[config.mk]
export PLATFORM = sky130hd
export DESIGN_NAME = ex_forward_ctrl
export DESIGN_NICKNAME = d
export VERILOG_FILES = /design/src/rtl/fwd_pkg.sv /design/src/rtl/fwd_src_sel.sv /design/src/rtl/ex_forward_ctrl.sv
export SDC_FILE = /design/constraint.sdc
export NUM_CORES = 1
export LEC_CHECK = 0
export ABC_AREA = 1
export CORE_MARGIN = 8
export CORE_UTILIZATION = 44
export CTS_CLUSTER_SIZE = 24
export DETAILED_ROUTE_END_ITERATION = 6
export GPL_TIMING_DRIVEN = 1
export PLACE_DENSITY = 0.77
export SLEW_MARGIN = 40
export SYNTH_ARGS = -nofsm -noshare
export SYNTH_HDL_FRONTEND = slang
export SYNTH_HIERARCHICAL = 1
export SYNTH_SLANG_ARGS = --single-unit
[constraint.sdc]
create_clock -name clk -period 1.3 [get_ports clk]
set_input_delay 0.26 -clock clk [delete_from_list [all_inputs] [get_ports clk]]
set_output_delay 0.26 -clock clk [all_outputs]
set_load 0.1 [all_outputs]
[src/rtl/fwd_pkg.sv]
// Shared constants and the in-flight stage record used by the forwarding control.
package fwd_pkg;

  localparam int unsigned FWD_NREG = 32;
  localparam int unsigned FWD_RW   = $clog2(FWD_NREG);

  localparam logic [1:0] FWD_REGFILE = 2'b00;
  localparam logic [1:0] FWD_EXMEM   = 2'b01;
  localparam logic [1:0] FWD_MEMWB   = 2'b10;

  typedef struct packed {
    logic              valid;
    logic [FWD_RW-1:0] dest;
    logic              reg_write;
    logic              mem_read;
  } stage_rec_t;

  localparam stage_rec_t FWD_BUBBLE = '{valid: 1'b0, dest: '0, reg_write: 1'b0, mem_read: 1'b0};

endpackage

[src/rtl/fwd_src_sel.sv]
// Per-operand compare of one source index against the EX and MEM shadow records.
module fwd_src_sel
  import fwd_pkg::*;
(
  input  logic [FWD_RW-1:0] src_i,
  input  logic              use_i,
  input  stage_rec_t        ex_rec_i,
  input  logic              mem_valid_i,
  input  logic [FWD_RW-1:0] mem_dest_i,
  input  logic              mem_reg_write_i,
  output logic [1:0]        sel_o,
  output logic              hazard_o
);

  logic ex_prod;
  logic mem_prod;
  logic ex_hit;
  logic mem_hit;

  // Register 0 is hard-wired, so a producer targeting it is ignored.
  assign ex_prod  = ex_rec_i.valid && ex_rec_i.reg_write && (ex_rec_i.dest != '0);
  assign mem_prod = mem_valid_i && mem_reg_write_i && (mem_dest_i != '0);
  assign ex_hit   = use_i && ex_prod && (ex_rec_i.dest == src_i);
  assign mem_hit  = use_i && mem_prod && (mem_dest_i == src_i);

  always_comb begin
    sel_o    = FWD_REGFILE;
    hazard_o = 1'b0;
    if (ex_hit) begin
      if (ex_rec_i.mem_read) hazard_o = 1'b1;
      else                   sel_o    = FWD_EXMEM;
    end else if (mem_hit) begin
      sel_o = FWD_MEMWB;
    end
  end

endmodule

[src/rtl/ex_forward_ctrl.sv]
// Decode-stage forwarding select and load-use stall generation.
// Optional saturating stall counter enabled by defining FWD_STALL_CNT_EN.
module ex_forward_ctrl
  import fwd_pkg::*;
#(
  parameter int unsigned NREG = 32
) (
  input  logic                    clk,
  input  logic                    rst_n,
  input  logic                    id_valid,
  input  logic [$clog2(NREG)-1:0] id_rs,
  input  logic [$clog2(NREG)-1:0] id_rt,
  input  logic                    id_use_rs,
  input  logic                    id_use_rt,
  input  logic [$clog2(NREG)-1:0] id_dest,
  input  logic                    id_reg_write,
  input  logic                    id_mem_read,
  input  logic                    flush,
  output logic                    stall,
`ifdef FWD_STALL_CNT_EN
  output logic [15:0]             stall_count,
`endif
  output logic [1:0]              ForwardA,
  output logic [1:0]              ForwardB
);

  stage_rec_t ex_rec_q, ex_rec_d;
  stage_rec_t mem_rec_q;
  logic [1:0] fwd_a_q, fwd_a_d;
  logic [1:0] fwd_b_q, fwd_b_d;
  logic [1:0] sel_a, sel_b;
  logic       haz_a, haz_b;
  logic       id_live;
  logic       enter;

  fwd_src_sel u_sel_rs (
    .src_i           (id_rs),
    .use_i           (id_use_rs),
    .ex_rec_i        (ex_rec_q),
    .mem_valid_i     (mem_rec_q.valid),
    .mem_dest_i      (mem_rec_q.dest),
    .mem_reg_write_i (mem_rec_q.reg_write),
    .sel_o           (sel_a),
    .hazard_o        (haz_a)
  );

  fwd_src_sel u_sel_rt (
    .src_i           (id_rt),
    .use_i           (id_use_rt),
    .ex_rec_i        (ex_rec_q),
    .mem_valid_i     (mem_rec_q.valid),
    .mem_dest_i      (mem_rec_q.dest),
    .mem_reg_write_i (mem_rec_q.reg_write),
    .sel_o           (sel_b),
    .hazard_o        (haz_b)
  );

  // Flush dominates a hazard: the killed instruction must not stall the front end.
  assign id_live = id_valid && !flush;
  assign stall   = id_live && (haz_a || haz_b);
  assign enter   = id_live && !stall;

  always_comb begin
    ex_rec_d = FWD_BUBBLE;
    fwd_a_d  = FWD_REGFILE;
    fwd_b_d  = FWD_REGFILE;
    if (enter) begin
      ex_rec_d.valid     = 1'b1;
      ex_rec_d.dest      = id_dest;
      ex_rec_d.reg_write = id_reg_write;
      ex_rec_d.mem_read  = id_mem_read;
      fwd_a_d            = sel_a;
      fwd_b_d            = sel_b;
    end
  end

  always_ff @(posedge clk) begin
    if (!rst_n) begin
      ex_rec_q  <= FWD_BUBBLE;
      mem_rec_q <= FWD_BUBBLE;
      fwd_a_q   <= FWD_REGFILE;
      fwd_b_q   <= FWD_REGFILE;
    end else begin
      mem_rec_q <= ex_rec_q;
      ex_rec_q  <= ex_rec_d;
      fwd_a_q   <= fwd_a_d;
      fwd_b_q   <= fwd_b_d;
    end
  end

  assign ForwardA = fwd_a_q;
  assign ForwardB = fwd_b_q;

`ifdef FWD_STALL_CNT_EN
  logic [15:0] stall_cnt_q;

  always_ff @(posedge clk) begin
    if (!rst_n) begin
      stall_cnt_q <= '0;
    end else if (stall && (stall_cnt_q != '1)) begin
      stall_cnt_q <= stall_cnt_q + 16'd1;
    end
  end

  assign stall_count = stall_cnt_q;
`endif

endmodule

Word-level counts from Yosys, hierarchy flattened
Cells that the tools add are included.

Register bits: 19.

Eq/ne operators: 4. Mux-type cells: 9. Reductions and logical operators: 21.

Operators with widths (number): == test 5 bit (4); logical AND 1 bit (15); nonzero test 5 bit (2); 2-to-1 mux 2 bit (4); 2-to-1 mux 8 bit (1); 2-to-1 mux 1 bit (4); logical NOT 1 bit (2); AND reduction 2 bit (1); logical OR 1 bit (1).

Longest topological paths before layout
Gate-level depths: netlist (run 1).

Depth in word-level cells: 10. Depth in mapped cells: 10.

By module
The synthesis (run 1) kept the hierarchy.

Modules (own cells, without submodules): ex_forward_ctrl (instances 1, cells an instance 65, area each 653.1 um2, seq. area each 380.4 um2); fwd_src_sel (instances 2, cells an instance 71, area each 280.3 um2, seq. area each 0.0 um2).

Worst setup path before layout (run 1)
OpenSTA, ideal clock, no wires.

Kind: register -> output. Start: register ex_rec_q[2] in the netlist's numbering. End: output port stall. Arrival: 1.752 ns. Data required time: 1.040 ns. Setup slack: -0.712 ns. Cell stages (with the launch flop): 10. Buffers on the path: 0. Path through: dfxtp_1 > inv_1 > nand2_1 > nand3_1 > nor2_1 > nand3_1 > nor2_1 > inv_1 > nand2_1 > and3_1.

Word-level cells in the longest chain between the ends: 7.

Ends and longest elaborated chain: from (decl) (RTL line ex_forward_ctrl.sv:27) `stage_rec_t ex_rec_q, ex_rec_d;`; from (signal assigned) (RTL line ex_forward_ctrl.sv:85) `ex_rec_q <= ex_rec_d;`; nonzero test 5 bit (RTL line fwd_src_sel.sv:21) `assign ex_prod = ex_rec_i.valid && ex_rec_i.reg_write && (ex_rec_i.dest != '0);`; logical AND 1 bit (RTL line fwd_src_sel.sv:21); logical AND 1 bit (RTL line fwd_src_sel.sv:23) `assign ex_hit = use_i && ex_prod && (ex_rec_i.dest == src_i);`; logical AND 1 bit * (RTL line fwd_src_sel.sv:23); 2-to-1 mux 1 bit * (RTL line fwd_src_sel.sv:29) `if (ex_hit) begin`; named net haz_a (RTL line ex_forward_ctrl.sv:32) `logic haz_a, haz_b;`; logical OR 1 bit * (RTL line ex_forward_ctrl.sv:60) `assign stall = id_live && (haz_a || haz_b);`; logical AND 1 bit * (RTL line ex_forward_ctrl.sv:60); to (decl) (RTL line ex_forward_ctrl.sv:19) `output logic stall,`.

The timed path passes the listed nets; every way through them passes the cells marked *.

Worst setup path after layout (run 1)
Start: register ex_rec_q[3] in the netlist's numbering. End: output port stall.

Word-level cells in the longest chain between the ends: 7.

Ends and longest elaborated chain (RTL line): nonzero test 5 bit (fwd_src_sel.sv:21); logical AND 1 bit (fwd_src_sel.sv:21); logical AND 1 bit (fwd_src_sel.sv:23); logical AND 1 bit * (fwd_src_sel.sv:23); 2-to-1 mux 1 bit * (fwd_src_sel.sv:29); named net haz_b (ex_forward_ctrl.sv:32); logical OR 1 bit * (ex_forward_ctrl.sv:60); logical AND 1 bit * (ex_forward_ctrl.sv:60).

Marks and branches as above.

==> flow_summary.toml, run 1 <==
[run_status]
status = "finished, violations left"
failed_checks = "negative setup slack"

[logic_synthesis]
netlist_area_sq_mm = 0.00121
synth_warnings = 6
synth_top_area_share_pct = 31.3
synth_cells = 207
yosys-top-cells-area = "dfxtp_1 31%, nand2_1 21%, inv_1 18%, nor2_1 9.0%, nor3_2 6.6%"
ys_ff_latch = 19
synth_fp_nets = 230
yosys.area.top_type = "dfxtp_1"
synth_cell_types = 14
seq_area_frac_synth_pct = 31.3
postSynthAreaPerCell_sq_um = 5.86

[drt]
drt-total-wl_mm = 2.84
drtPass1Iterations = 4
route.vias.total = 1254
drc = 0
routed_via_density = 4.38
antenna_left = 0
avgRoutedWirePerCell_um = 9.92
drtIter0Drc = 51

[timing]
slew_headroom_pct = 84.7
setup_violations = 13
fin_crit_ps = 1960
worst_pin_slew_ps = 230
period_share_pct = 151
fmax_mhz = 511
report.final.slew_viol_count = 0
finalHoldViolations = 0
finClkSkew_ps = 8.41
fin_ws_ps = -658
rsz0062_at_grt = "true"

[cells_and_area]
antennaDiodeCount = 0
utilization_pct = 66.1
layout-drive-gt1-share_pct = 25.1
area_growth_pct = 46.3
stdcell_area_sq_mm = 0.00178
final_nets = 279
fillers = 242

[critical_path]
worst_r2r_path_depth = 11
critPathArrivalTime_ps = 1700
crit_type = "flip-flop to output pin"
reg2reg_slack_ps = -170
worstSetupEndpointType = "output pin"
critPathLaunchType = "flip-flop"
path_max_fanout = 7
cp.required_ps = 1040

[global_route]
grt_pass1_vias = 1181
gr-usage-all-layers_pct = 12.6
overflow = 0
antenna_found_initial = 0
grt_pass1_wl_mm = 4.70
grt_max_degree = 13

[placement]
post_dp_cell_area_sq_mm = 0.00164
gp_congestion = 0.791
io_buffers = 27
dp_hpwl_mm = 2.27

[worst_hold_path]
holdPathStages = 2
hold_path_class = "flip-flop to flip-flop"

[floorplan]
pin_count = 28
start_util_pct = 45.2
die_h_um = 68.5
core-area_sq_mm = 0.00269
rows = 19
die_w_um = 68.5
dieArea_sq_mm = 0.00469

[cts]
clk_path_buf_depth = 2
numCtsBuffers = 3
cts_hold_buf = 0
cts_tree = "done"
cts_num_sinks = 19
clkTransAtPathRegs_ps = 110
clk_latency_ps = 290
clockRootBuffer = "clkbuf_4"
h-tree-depth = 1

[power_and_ir_drop]
irDropWorstVdd_uv = 592
leakage_nw = 0.940
p_per_area_mw_per_mm2 = 623

[run]
cap_viol_max_count = 0
synthesized netlist by cell type:
library cell  instances
nand2_1              68
inv_1                57
nor2_1               29
dfxtp_1              19
nand3_1              14
nor3_2                8
buf_6                 2
nand4_1               2
nor2_2                2
nor3_1                2
and3_1                1
buf_4                 1
nand3_4               1
nor3_4                1
final cells by class:
| class | count | area (sq um) | area share (%) |
|---|---|---|---|
| clock buffer | 3 | 22.5 | 1.27 |
| sequential | 19 | 395 | 22.3 |
| tap | 31 | 38.8 | 2.18 |
| clock inverter | 1 | 5.00 | 0.282 |
| timing repair buffer | 47 | 455 | 25.7 |
| inverter | 57 | 214 | 12.1 |
| multi-input combinational | 128 | 644 | 36.3 |
worst max-delay path: stages (launching register included):
cell	delay (ps)
dfxtp_4	410
inv_1	50
nand2_1	60
nand3_1	80
nor2_2	120
nand3_2	90
nor2_1	110
inv_1	60
nand2_2	60
and3_4	190
buf_12	170
cell usage in the layout (no fill, tap or decap):
| master | synthesis | final |
|---|---|---|
| nand4_1 | 2 | 2 |
| nor2_2 | 2 | 4 |
| nor2_1 | 29 | 26 |
| inv_1 | 57 | 53 |
| nor3_2 | 8 | 9 |
| dfxtp_4 | 0 | 3 |
| nand3_4 | 1 | 1 |
| nand2_1 | 68 | 65 |
| dlygate4sd2_1 | 0 | 12 |
| clkbuf_4 | 0 | 3 |
| clkinv_2 | 0 | 1 |
| clkdlybuf4s50_1 | 0 | 10 |
| and3_4 | 0 | 1 |
| buf_12 | 0 | 5 |
| nand2_2 | 0 | 3 |
| dfxtp_2 | 0 | 3 |
| nand3_2 | 0 | 5 |
| inv_2 | 0 | 4 |
| nor3_1 | 2 | 1 |
| nor2_4 | 0 | 1 |
| nor3_4 | 1 | 1 |
| nand3_1 | 14 | 9 |
| dfxtp_1 | 19 | 13 |
| buf_4 | 1 | 20 |
what timing repair did:
item	4_1_cts	5_1_grt
endpoints found under the setup margin	13	13
hold endpoints to repair	0	0
setup buffers	6	2
gates resized for setup	25	9
pin swaps	12	6
final timing paths:
path,from,to
setup / recovery,ex_rec_q[3]$_SDFF_PN0_,stall
setup reg to reg,ex_rec_q[5]$_SDFF_PN0_,ForwardA[0]$_SDFF_PN0_
hold reg to reg,ex_rec_q[1]$_SDFF_PN0_,mem_rec_q[1]$_SDFF_PN0_
hold / removal,ex_rec_q[1]$_SDFF_PN0_,mem_rec_q[1]$_SDFF_PN0_
layer usage:
layer / wire [um] / vias up / GRT usage [%] / part of all wire [%]
met3: 114 / 2 / 2.26 / 4.0
met4: 16 / 0 / 3.07 / 0.56
met2: 1410 / 19 / 22.6 / 50
li1: - / 693 / - / -
met1: 1300 / 540 / 15.1 / 46
met5: 0 / - / 0 / 0
report_power, final:
group	internal [mW]	total [mW]	switching [mW]
clock	0.114	0.292	0.178
combinational	0.111	0.209	0.0984
sequential	0.589	0.604	0.0149
registers in the layout (all words and copies together) (netlist names):
name,count
ex_rec_q,8
ForwardB,2
mem_rec_q,7
ForwardA,2
logic make-up (layout without fill, tap and decap cells):
kind of cell	Yosys count	in the layout	share of synthesized area (%)
DFF	19	19	31.3
and+or+nand+nor	128	128	48.6
buffers and inverters	60	108	20.1
per-stage QoR:
stage / hold WS (ps) / worst slack, ps / TNS [ps] / power (mW) / instances
2_1_floorplan: 378 / -239 / -239 / 0.717 / 207
3_3_place_gp: 441 / -748 / -7130 / 0.819 / 274
3_5_place_dp: 446 / -778 / -7570 / 0.822 / 274
4_1_cts: 473 / -668 / -2240 / 1.11 / 284
5_1_grt: 490 / -792 / -4010 / 1.17 / 286
6_report: 480 / -658 / -2360 / 1.11 / 286
(Power assumes the default switching activity.)
==> run 2: changes to the inputs <==
- CORE_UTILIZATION: 44 -> 49
- PLACE_DENSITY: 0.77 -> 0.81
- SLEW_MARGIN: 40 -> 20
- TNS_END_PERCENT: not set -> 10
- clock period: 1.3 -> 2.07 ns (I/O delays scaled with it)
==> run 2 against run 1 <==
The run still ends with negative setup slack left. Global-route usage up 3.5 points. Register-to-register slack better by 240 ps. Non-clock buffer count is 15 higher. Sequential share of layout area is 1.2 points lower. Flip-flop and latch count stayed put. Clock-buffer cell count increased by 1. First-iteration DRC count increased by 100%. Clock power decreased by 35%. Sequential power is 37% lower. Cell count up 4.9%. Critical path depth did not move. Final area grew 7.3%. Critical path type unchanged. Critical endpoint unchanged. Largest power group unchanged.
==> flow_summary.toml, run 2 (synthesis results as in run 1) <==
[cells_and_area]
multi_input_area_sq_um = 692
antennaDiodeCount = 0
regArea_sq_um = 400
utilization_pct = 79.0
area_growth_pct = 56.9
fin_cells = 300
final_common_cell = "nand2_1"
layout-drive-gt1-share_pct = 32.2
largest_registers = "ex_rec_q (8), mem_rec_q (7)"
mostFrequentLayoutCells = "61 x nand2_1, 50 x inv_1, 34 x buf_4"
regMostFlops = "ex_rec_q"
fillers = 158
largest_reg_flops = 8
final_nets = 294
stdcell_area_sq_mm = 0.00190

[cts]
clkTransAtPathRegs_ps = 110
clk_path_buf_depth = 2
h-tree-depth = 1
clk_latency_ps = 300
cts_tree = "done"
cts_hold_buf = 0
numCtsBuffers = 3
cts_num_sinks = 19
clockRootBuffer = "clkbuf_4"

[timing]
slew_headroom_pct = 81.5
setup_violations = 1
fin_ws_ps = -33.2
report.final.slew_viol_count = 0
fin_crit_ps = 2100
rsz0062_at_grt = "true"
period_share_pct = 102
worst_pin_slew_ps = 280
finClkSkew_ps = 4.31
fmax_mhz = 475
finalHoldViolations = 0

[drt]
drtPass1Iterations = 6
antenna_left = 0
drc = 0
drt-total-wl_mm = 3.80
routed_via_density = 4.90
route.vias.total = 1471
avgRoutedWirePerCell_um = 12.7
drtIter0Drc = 103

[critical_path]
path_max_fanout = 5
crit_chain = "inv_1 -> nand2_1 -> nand2_1 -> nor2_2 -> nand3_1 -> nor2_1 -> inv_1 -> nand2_2 -> and3_4 -> buf_12"
cp_slowest_cell = "dfxtp_2"
worstSetupEndpointType = "output pin"
r2r-start = "ex_rec_q[3]$_SDFF_PN0_"
critPathArrivalTime_ps = 1690
crit_type = "flip-flop to output pin"
crit_buf_inv = 3
max_stage_delay_ps = 390
critPathLaunchType = "flip-flop"
critical_path.startpoint = "ex_rec_q[4]$_SDFF_PN0_"
cp_top_family = "simple AND/OR/NAND/NOR gates"
cp.required_ps = 1660

[floorplan]
start_util_pct = 50.4
die_w_um = 65.8
die_h_um = 65.8
dieArea_sq_mm = 0.00433
pin_count = 28
rows = 18
core-area_sq_mm = 0.00241

[global_route]
grt_max_degree = 13
overflow = 0
grt_pass1_vias = 1337
grt_pass1_wl_mm = 5.56
gr-usage-all-layers_pct = 16.1
antenna_found_initial = 0

[power_and_ir_drop]
leakage_nw = 1.01
total_power_mw = 0.747
p_sw_share_pct = 28.1
seq_power_share_pct = 50.7
comb_power_share_pct = 23.6
pwr-share-clk_pct = 25.6
p_int_mw = 0.537
irDropWorstVdd_uv = 408
p_sw_mw = 0.210
p_per_area_mw_per_mm2 = 392

[run_status]
failed_checks = "negative setup slack"
status = "finished, violations left"

[placement]
dp.cells = 274
dp_hpwl_mm = 2.21
post_dp_cell_area_sq_mm = 0.00159
io_buffers = 27
gp_congestion = 0.813

[worst_hold_path]
min-delay-start = "ex_rec_q[4]$_SDFF_PN0_"
hold_path_class = "flip-flop to flip-flop"

[run]
cap_viol_max_count = 0
## run 2: cell type report
| type | count | share of cell area (%) |
|---|---|---|
| clock buffers | 4 | 1.38 |
| inverters | 57 | 11.2 |
| multi-input cells | 128 | 36.3 |
| flip-flops and latches | 19 | 21.0 |
| well taps | 30 | 1.97 |
| repair buffers | 62 | 28.1 |
## run 2: what timing repair did
item,in CTS,in global routing
pin swaps,14,14
endpoints found under the setup margin,1,2
setup buffers,21,3
gates resized for setup,26,37
## run 2: per-layer routing
layer / GRT usage [%] / wire (um)
met1: 17.2 / 1460
met2: 27.8 / 1900
met3: 4.24 / 293
met4: 9.81 / 147
met5: 0 / 0
## run 2: worst min-delay path: stages, from the launching register on
cell,delay (ps)
dfxtp_2,360
nand2_1,60
inv_1,30
## run 2: path summary, 6_finish.rpt
check / cells after the start / end / slack, ps
worst max-delay path: 10 / stall / -30
worst min-delay path: 2 / mem_rec_q[4]$_SDFF_PN0_ / 480
worst max register to register: 17 / ForwardB[1]$_SDFF_PN0_ / 70
worst min register to register: 2 / mem_rec_q[4]$_SDFF_PN0_ / 480
## run 2: power groups by stage
stage	Clock [mW]	Sequential, mW	Combinational (mW)
after CTS	0.196	0.380	0.153
final	0.191	0.379	0.177
after global placement	0	0.389	0.126
after detailed placement	0	0.389	0.128
after global routing	0.216	0.381	0.191
after floorplan	0	0.387	0.0632
## run 2: through the flow
| stage | worst slack [ps] | hold WS, ps | TNS, ps |
|---|---|---|---|
| floorplan | 177 | 428 | 0 |
| global placement | -263 | 439 | -263 |
| detailed placement | -275 | 448 | -275 |
| CTS | -61.4 | 472 | -61.4 |
| global route | -156 | 496 | -175 |
| finish | -33.2 | 484 | -33.2 |
